File: config.mk
export PLATFORM = sky130hd
export DESIGN_NAME = node_weight_rf
export DESIGN_NICKNAME = d
export VERILOG_FILES = /design/src/rtl/node_rf_pkg.sv /design/src/rtl/node_rf_wr_arbiter.sv /design/src/rtl/node_weight_rf.sv
export SDC_FILE = /design/constraint.sdc
export NUM_CORES = 2
export LEC_CHECK = 0
export CORE_MARGIN = 1.5
export CORE_UTILIZATION = 33
export DETAILED_ROUTE_END_ITERATION = 6
export PLACE_DENSITY = 0.46
export SLEW_MARGIN = 20
export SYNTH_ARGS = -nofsm -noshare
export SYNTH_HDL_FRONTEND = slang
export SYNTH_SLANG_ARGS = --single-unit
File: constraint.sdc
create_clock -name clk -period 10.3 [get_ports clk]
set_input_delay 1.03 -clock clk [delete_from_list [all_inputs] [get_ports clk]]
set_output_delay 1.03 -clock clk [all_outputs]
set_load 0.01 [all_outputs]
File: src/rtl/node_rf_pkg.sv
// rtl/node_rf_pkg.sv - shared widths, INF constant, sweep state and entry type for the node weight file
package node_rf_pkg;

    localparam int WEIGHT_W = 7;
    localparam int PRED_W   = 5;
    localparam int MEM_W    = WEIGHT_W + PRED_W;

    localparam logic [WEIGHT_W-1:0] INF = '1;

    typedef enum logic {
        IDLE  = 1'b0,
        SWEEP = 1'b1
    } sweep_state_e;

    typedef struct packed {
        logic [WEIGHT_W-1:0] weight;
        logic [PRED_W-1:0]   pred;
    } entry_t;

endpackage

File: src/rtl/node_rf_wr_arbiter.sv
// rtl/node_rf_wr_arbiter.sv - per-address winner select across write ports (combinational)
module node_rf_wr_arbiter
    import node_rf_pkg::*;
#(
    parameter int NUM_WR = 4,
    parameter int ADDR_W = 5
) (
    input  logic [NUM_WR-1:0]          elig,
    input  logic [NUM_WR*ADDR_W-1:0]   addr,
    input  logic [NUM_WR*WEIGHT_W-1:0] weight,
    input  logic                       relax,
    output logic [NUM_WR-1:0]          win
);

    // A port loses to any other eligible port on the same address that beats it:
    // relax ranks by (weight, index), plain ranks by index alone.
    always_comb begin
        win = '0;
        for (int p = 0; p < NUM_WR; p++) begin
            win[p] = elig[p];
            for (int q = 0; q < NUM_WR; q++) begin
                if (q != p && elig[q] &&
                    addr[q*ADDR_W +: ADDR_W] == addr[p*ADDR_W +: ADDR_W]) begin
                    if (relax) begin
                        if (weight[q*WEIGHT_W +: WEIGHT_W] < weight[p*WEIGHT_W +: WEIGHT_W] ||
                            (weight[q*WEIGHT_W +: WEIGHT_W] == weight[p*WEIGHT_W +: WEIGHT_W] && q < p))
                            win[p] = 1'b0;
                    end else if (q < p) begin
                        win[p] = 1'b0;
                    end
                end
            end
        end
    end

endmodule

File: src/rtl/node_weight_rf.sv
// rtl/node_weight_rf.sv - multi-port {weight,pred} register file with relax writes and init sweep
// Optional visited bits and mark port: NODE_RF_VISITED_EN.
module node_weight_rf
    import node_rf_pkg::*;
#(
    parameter int NUM_NODES  = 32,
    parameter int ADDR_W     = 5,
    parameter int NUM_RD     = 4,
    parameter int NUM_WR     = 4,
    parameter int INIT_LANES = 4
) (
    input  logic                       clk,
    input  logic                       rst,
    input  logic                       init_start,
    input  logic [ADDR_W-1:0]          init_src,
    output logic                       init_busy,
    output logic                       init_done,
    input  logic [NUM_RD*ADDR_W-1:0]   rd_addr,
    output logic [NUM_RD*WEIGHT_W-1:0] rd_weight,
    output logic [NUM_RD*PRED_W-1:0]   rd_pred,
    input  logic [NUM_WR-1:0]          wr_en,
    input  logic [NUM_WR*ADDR_W-1:0]   wr_addr,
    input  logic [NUM_WR*MEM_W-1:0]    wr_data,
    input  logic                       wr_relax,
`ifdef NODE_RF_VISITED_EN
    input  logic                       mark_en,
    input  logic [ADDR_W-1:0]          mark_addr,
    output logic [NUM_RD-1:0]          rd_visited,
`endif
    output logic [NUM_WR-1:0]          wr_ack,
    output logic                       any_update
);

    localparam int SWEEP_CYCLES = NUM_NODES / INIT_LANES;
    localparam int CNT_W        = $clog2(SWEEP_CYCLES) + 1;
    localparam int IDX_W        = (NUM_NODES > 1) ? $clog2(NUM_NODES) : 1;
    localparam logic [CNT_W-1:0] LAST_CNT = CNT_W'(SWEEP_CYCLES - 1);

    sweep_state_e state_q, state_d;
    logic [CNT_W-1:0] cnt_q, cnt_d;
    logic done_q, done_d;
    logic sweep_last;

    entry_t mem_q [NUM_NODES];
    entry_t mem_d [NUM_NODES];
    logic [NUM_NODES-1:0] vis_q, vis_d;

    logic [NUM_RD*WEIGHT_W-1:0] rd_weight_q, rd_weight_d;
    logic [NUM_RD*PRED_W-1:0]   rd_pred_q, rd_pred_d;
    logic [NUM_RD-1:0]          rd_vis_q, rd_vis_d;
    logic [NUM_WR-1:0]          ack_q, ack_d;
    logic                       any_q, any_d;

    logic [NUM_WR-1:0]          wr_elig, wr_win, wr_commit;
    logic [NUM_WR*WEIGHT_W-1:0] wr_weight;

    always_ff @(posedge clk) begin
        if (!rst) state_q <= IDLE;
        else      state_q <= state_d;
    end

    always_comb begin
        state_d = state_q;
        cnt_d   = '0;
        done_d  = 1'b0;
        case (state_q)
            IDLE:  if (init_start) state_d = SWEEP;
            SWEEP: begin
                cnt_d = cnt_q + 1'b1;
                if (sweep_last) begin
                    state_d = IDLE;
                    cnt_d   = '0;
                    done_d  = 1'b1;
                end
            end
            default: state_d = IDLE;
        endcase
    end

    always_comb begin
        init_busy  = (state_q == SWEEP);
        init_done  = done_q;
        sweep_last = (state_q == SWEEP) && (cnt_q == LAST_CNT);
    end

    always_comb begin
        logic [ADDR_W-1:0] wa;
        wr_elig   = '0;
        wr_weight = '0;
        for (int p = 0; p < NUM_WR; p++) begin
            wa = wr_addr[p*ADDR_W +: ADDR_W];
            wr_weight[p*WEIGHT_W +: WEIGHT_W] = wr_data[p*MEM_W + PRED_W +: WEIGHT_W];
            wr_elig[p] = wr_en[p] && (32'(wa) < NUM_NODES) && (state_q == IDLE);
`ifdef NODE_RF_VISITED_EN
            if (wr_relax && vis_q[wa[IDX_W-1:0]]) wr_elig[p] = 1'b0;
`endif
        end
    end

    node_rf_wr_arbiter #(
        .NUM_WR (NUM_WR),
        .ADDR_W (ADDR_W)
    ) u_arb (
        .elig   (wr_elig),
        .addr   (wr_addr),
        .weight (wr_weight),
        .relax  (wr_relax),
        .win    (wr_win)
    );

    // Relax winners still have to strictly beat the stored weight to commit.
    always_comb begin
        logic [IDX_W-1:0] idx;
        wr_commit = '0;
        for (int p = 0; p < NUM_WR; p++) begin
            idx = wr_addr[p*ADDR_W +: IDX_W];
            wr_commit[p] = wr_win[p] &&
                (!wr_relax || (wr_weight[p*WEIGHT_W +: WEIGHT_W] < mem_q[idx].weight));
        end
        ack_d = wr_commit;
        any_d = |wr_commit;
    end

    always_comb begin
        logic [IDX_W-1:0] idx;
        mem_d = mem_q;
        vis_d = vis_q;
        if (state_q == SWEEP) begin
            for (int n = 0; n < NUM_NODES; n++) begin
                if (32'(cnt_q) == 32'(n / INIT_LANES)) begin
                    mem_d[n] = '{weight: INF, pred: PRED_W'(n)};
                    vis_d[n] = 1'b0;
                end
            end
            if (sweep_last && (32'(init_src) < NUM_NODES))
                mem_d[init_src[IDX_W-1:0]] = '{weight: '0, pred: PRED_W'(init_src)};
        end
        for (int p = 0; p < NUM_WR; p++) begin
            idx = wr_addr[p*ADDR_W +: IDX_W];
            if (wr_commit[p])
                mem_d[idx] = '{weight: wr_data[p*MEM_W + PRED_W +: WEIGHT_W],
                               pred:   wr_data[p*MEM_W +: PRED_W]};
        end
`ifdef NODE_RF_VISITED_EN
        if (mark_en && (32'(mark_addr) < NUM_NODES)) vis_d[mark_addr[IDX_W-1:0]] = 1'b1;
`endif
    end

    // Reads see mem_d so a same-edge commit is returned immediately.
    always_comb begin
        logic [ADDR_W-1:0] ra;
        entry_t e;
        rd_weight_d = '0;
        rd_pred_d   = '0;
        rd_vis_d    = '0;
        for (int r = 0; r < NUM_RD; r++) begin
            ra = rd_addr[r*ADDR_W +: ADDR_W];
            e  = '{weight: INF, pred: '0};
            if (32'(ra) < NUM_NODES) begin
                e = mem_d[ra[IDX_W-1:0]];
                rd_vis_d[r] = vis_d[ra[IDX_W-1:0]];
            end
            rd_weight_d[r*WEIGHT_W +: WEIGHT_W] = e.weight;
            rd_pred_d[r*PRED_W +: PRED_W]       = e.pred;
        end
    end

    always_ff @(posedge clk) begin
        if (!rst) begin
            cnt_q       <= '0;
            done_q      <= 1'b0;
            vis_q       <= '0;
            rd_weight_q <= '0;
            rd_pred_q   <= '0;
            rd_vis_q    <= '0;
            ack_q       <= '0;
            any_q       <= 1'b0;
            for (int n = 0; n < NUM_NODES; n++) mem_q[n] <= '{weight: INF, pred: '0};
        end else begin
            cnt_q       <= cnt_d;
            done_q      <= done_d;
            vis_q       <= vis_d;
            rd_weight_q <= rd_weight_d;
            rd_pred_q   <= rd_pred_d;
            rd_vis_q    <= rd_vis_d;
            ack_q       <= ack_d;
            any_q       <= any_d;
            for (int n = 0; n < NUM_NODES; n++) mem_q[n] <= mem_d[n];
        end
    end

    assign rd_weight  = rd_weight_q;
    assign rd_pred    = rd_pred_q;
    assign wr_ack     = ack_q;
    assign any_update = any_q;
`ifdef NODE_RF_VISITED_EN
    assign rd_visited = rd_vis_q;
`else
    logic unused_vis;
    assign unused_vis = ^{vis_q, rd_vis_q};
`endif

endmodule

==> impl_metrics.ini, run 1 <==
[placed_design]
pre_cts_ws_ns = 1.32
dp_hpwl_um = 441000
portBuffers = 155
gp_congestion = 1.36

[clock_network]
cts_hold_buf = 0
post-cts-setup-buffers = 0
cts_root_buf = clkbuf_16
cts_resized = 0
clockBufferDepth = 3
htree_num_levels = 3
cts_made_buffers = 67
clock-sinks = 443

[die]
die_w_um = 396
ios = 156
start_util_pct = 33.2
dieHeight_um = 396
rows = 144

[run_status]
status = aborted with a tool error
tool.error = [ERROR GRT-0116] Global routing finished with congestion. Check the congestion regions in the DRC Viewer.
stop_stage = global routing (5_1_grt)

[synthesis]
ys_types = 117
synth_edf_count = 0
synthAdderAreaFrac_pct = 1.72
synth_seq_cells = 443
synth_nets = 6867
synth_top_family_by_area = compound AO/OA/AOI/OAI gates
synthArstFlopShare_pct = 0
ys_warn_count = 0
synth_top_cell_by_area = dfxtp_1
synth_ff_type = dfxtp_1
yosysTopAreaCellShare_pct = 17.4
synth.mux.area_fraction_pct = 16.6
synth-compound-area-share_pct = 35.2
post_synth.cell_area_avg_sq_um = 7.62
synth.cell_area_sq_um = 51000
yosys.area_share.simple_pct = 22.2
seq_area_frac_synth_pct = 17.4
synthXorXnorAreaFrac_pct = 0.550
syn-instance-count = 6696
synthTopCellsByArea = dfxtp_1, mux4_2, nand2_1

[grt]
grt_pass1_wl_um = 832000
grt_pass1_vias = 78300
grtUsageTotal_pct = 78.7
grt_overflow = 6
grt_start_max_net_pins = 153
## per-layer routing
layer | global-route usage, % | GRT overflow
met1 | 80.8 | 0
met4 | 73.4 | 3
met2 | 89.2 | 3
met3 | 69.3 | 0
met5 | 43.7 | 0
## cells in the mapped netlist (all sizes together) (38+ instances only)
master and count:
buf 192, ha 70, a22o 64, nand4 69, or3 38, a211oi 162
and2 100, a222oi 38, clkbuf 460, a221oi 166, inv 76, o221ai 105
mux4 261, o22ai 216, a21oi 377, nand3 184, mux2i 181, nor4 78
o211ai 165, a22oi 242, o21ai 421, a31oi 87, a221o 43, or2 43
dfxtp 443, nor3 171, nand2 800, and3 43, mux2 71, nor2 688
## per-stage QoR
stage	area (sq um)	instances
after floorplan	51000	6696
after global placement	58300	8991
after detailed placement	58400	8994
after CTS	60700	9113
## kinds of logic after synthesis
| family | count (synthesis) |
|---|---|
| xor+xnor | 32 |
| compound gates | 2535 |
| fa+ha+maj | 70 |
| mux | 513 |
| flops | 443 |
| simple gates | 2360 |
| buf+inv | 743 |
==> inputs of run 2 (changes only) <==
--- a/config.mk
+++ b/config.mk
@@ -6,9 +6,9 @@
 export NUM_CORES = 2
 export LEC_CHECK = 0
 export CORE_MARGIN = 1.5
-export CORE_UTILIZATION = 33
+export CORE_UTILIZATION = 20
 export DETAILED_ROUTE_END_ITERATION = 6
-export PLACE_DENSITY = 0.46
+export PLACE_DENSITY_LB_ADDON = 0.15
 export SLEW_MARGIN = 20
 export SYNTH_ARGS = -nofsm -noshare
 export SYNTH_HDL_FRONTEND = slang
==> run 2 against run 1 <==
Effect of this change: the flow now finishes, with violations (design-rule violations); synthesized cell count is the same; area after synthesis is the same.
==> impl_metrics.ini, run 2 <==
[run_status]
status = finished with violations
violations = design-rule violations

[placed_design]
dp_hpwl_um = 577000
portBuffers = 155
gp_congestion = 1.10

[drt]
drt-total-wl_um = 759000
wl_per_cell_um = 69.7
viasPerCell = 7.46
drc_errors = 21
antenna_left = 0
via_count = 81100
drt_first_pass_iters = 7
drtIter0Drc = 16600

[clock_network]
cts_made_buffers = 76
insertion_delay_ns = 0.81
cts_root_buf = clkbuf_16
cts_resized = 0
htree_num_levels = 3
clockBufferDepth = 3
post-cts-setup-buffers = 0
cts_hold_buf = 0
clkTransAtPathRegs_ns = 0.06
cts_tree = built
clock-sinks = 443

[synthesis]
synth_nets = 6867
yosys.area_share.simple_pct = 22.2
synth_top_family_by_area = compound AO/OA/AOI/OAI gates
ys_types = 117
synth-compound-area-share_pct = 35.2
syn-instance-count = 6696
ys_top_cells_by_count = nand2_1, nor2_1, clkbuf_1, dfxtp_1, o21ai_0
synth.most_common_cell = nand2_1
synthArstFlopShare_pct = 0
synth.cell_area_sq_um = 51000
synth_top_cell_by_area = dfxtp_1
seq_area_frac_synth_pct = 17.4
synth_edf_count = 0
synthTopCellsByArea = dfxtp_1, mux4_2, nand2_1
post_synth.cell_area_avg_sq_um = 7.62
ys_warn_count = 0
synth_ff_type = dfxtp_1
synthAdderAreaFrac_pct = 1.72
synth_seq_cells = 443
synth.mux.area_fraction_pct = 16.6
yosysTopAreaCellShare_pct = 17.4
synthXorXnorAreaFrac_pct = 0.550

[cells_and_area]
area_growth_pct = 29.1
post-route-util_pct = 25.9
fillCellCount = 27900
regMostFlops = mem_q
mostFrequentLayoutCells = buf_4, nand2_1, nor2_1
drive_gt1_share_pct = 25.7
nNetsFinal = 7461
largest_reg_flops = 384
layout_commonest_cell = buf_4

[grt]
grt_pass1_vias = 71000
grt_pass1_wl_um = 922000
grt_overflow = 0
grt_start_max_net_pins = 154
antenna_found_initial = 199
grtUsageTotal_pct = 56.7

[critical_path]
cpMostUsedCell = buf_4
worst-r2r-cell-count = 19
critPathLaunchType = primary input
r2r-end = rd_pred[4]$_SDFF_PN0_
cp-end-kind = flip-flop
required_ns = 10.95
crit_path_cell_trace = clkdlybuf4s50_1 > buf_4 > and3_1 > a22o_1 > a221oi_1 > and3_1 > ha_1 > o21a_1 > o2111ai_1 > nor4_1 > o2bb2ai_2 > or2_2 > nor2_2 > buf_4 > buf_4 > nand2_1 > o31ai_1 > a221oi_1 > buf_4 > mux4_2 > nand2_1 > nand3_1 > a32oi_1
path_buf_inv = 5
slowest_delay_ns = 0.81
slowest_stage = nor2_2
worstPathArrival_ns = 9.55
criticalPathCategory = in -> reg
critPathTopFamily = simple AND/OR/NAND/NOR gates
critical_path_depth = 23
r2r_start = mem_q[286]$_SDFF_PN1_
crit_start = wr_addr[13]
cp-endpoint = rd_weight[27]$_SDFF_PN0_
reg2reg_setup_slack_ns = 2.14
crit_fanout = 18

[power]
p_seq_share_pct = 22.8
p_sw_share_pct = 48.1
switching_power_mw = 4.12
leakage_nw = 23.0
p_clk_share_pct = 36.8
total_power_mw = 8.56
ir_drop_mv = 0.121
internal_power_mw = 4.44
p_comb_share_pct = 40.5
p_per_area_nw_per_um2 = 130

[die]
dieHeight_um = 508
die_area_sq_um = 258000
rows = 185
coreArea_sq_um = 254000
ios = 156
start_util_pct = 20.1
die_w_um = 508

[timing]
fmax_ghz = 0.112
drv_slew = 0
setup_tns_ns = 0
rsz0062_at_grt = no
fin_crit_ns = 8.90
slew_headroom_pct = 3.56
period_share_pct = 86.4
fin_worst_hold_slack_ns = 0.506
setup_violations = 0
clock-skew-final_ns = 0.0710
hold_viol_final = 0
worst_slew_pin_slew_ns = 1.45

[min_path]
min_from = cnt_q[0]$_SDFF_PP0_
hp-class = reg -> reg

[flow_run]
cap_violations = 0
-- run 2: cell counts after synthesis --
Identical to the previous run, type by type.
-- run 2: layout make-up --
| cell class | count | area, sq um | area share, % |
|---|---|---|---|
| Antenna cell | 158 | 395 | 0.601 |
| Clock buffer | 100 | 2090 | 3.18 |
| Clock inverter | 41 | 737 | 1.12 |
| Inverter | 91 | 349 | 0.530 |
| Multi-Input combinational cell | 5510 | 39900 | 60.6 |
| Sequential cell | 443 | 8870 | 13.5 |
| Tap cell | 3366 | 4210 | 6.40 |
| Timing Repair Buffer | 1168 | 9260 | 14.1 |
-- run 2: cell families after synthesis --
group,count (synthesis)
AOI/OAI and AO/OA,2535
xor gates and xnor gates,32
adders and majority gates,70
buffers and inverters,743
DFF,443
muxes,513
and+or+nand+nor,2360
-- run 2: through the flow --
stage / cells / cell area (sq um) / setup slack, ns
2_1_floorplan: 6696 / 51000 / 3.32
3_3_place_gp: 10600 / 62400 / 0.511
3_5_place_dp: 10600 / 62500 / 1.26
4_1_cts: 10700 / 65400 / 2.08
5_1_grt: 10700 / 65500 / 1.86
6_report: 10900 / 65800 / 1.40
-- run 2: worst min-delay path by stage --
stage / end / slack (ns) / cells after the start
floorplan: cnt_q[0]$_SDFF_PP0_ / 0.44 / 1
global placement: cnt_q[0]$_SDFF_PP0_ / 0.46 / 1
detailed placement: cnt_q[0]$_SDFF_PP0_ / 0.50 / 1
CTS: cnt_q[0]$_SDFF_PP0_ / 0.51 / 1
global route: cnt_q[0]$_SDFF_PP0_ / 0.58 / 1
finish: cnt_q[0]$_SDFF_PP0_ / 0.51 / 1
-- run 2: power groups by stage --
stage          clock [mW]  combinational (mW)  sequential, mW
5_1_grt              3.18                3.28            1.93
4_1_cts              3.14                3.15            1.93
6_report             3.15                3.46            1.95
3_5_place_dp            0                3.14            1.96
3_3_place_gp            0                3.16            1.97
2_1_floorplan           0                1.14            1.87
-- run 2: layer usage --
layer | vias to the layer above | track usage [%] | part of all wire (%)
met5 | - | 3.02 | 0.19
met4 | 53 | 57.4 | 12
met3 | 3019 | 28.1 | 14
met2 | 9007 | 76.5 | 39
met1 | 41200 | 62.5 | 35
li1 | 27800 | - | -
(Power assumes the default switching activity.)
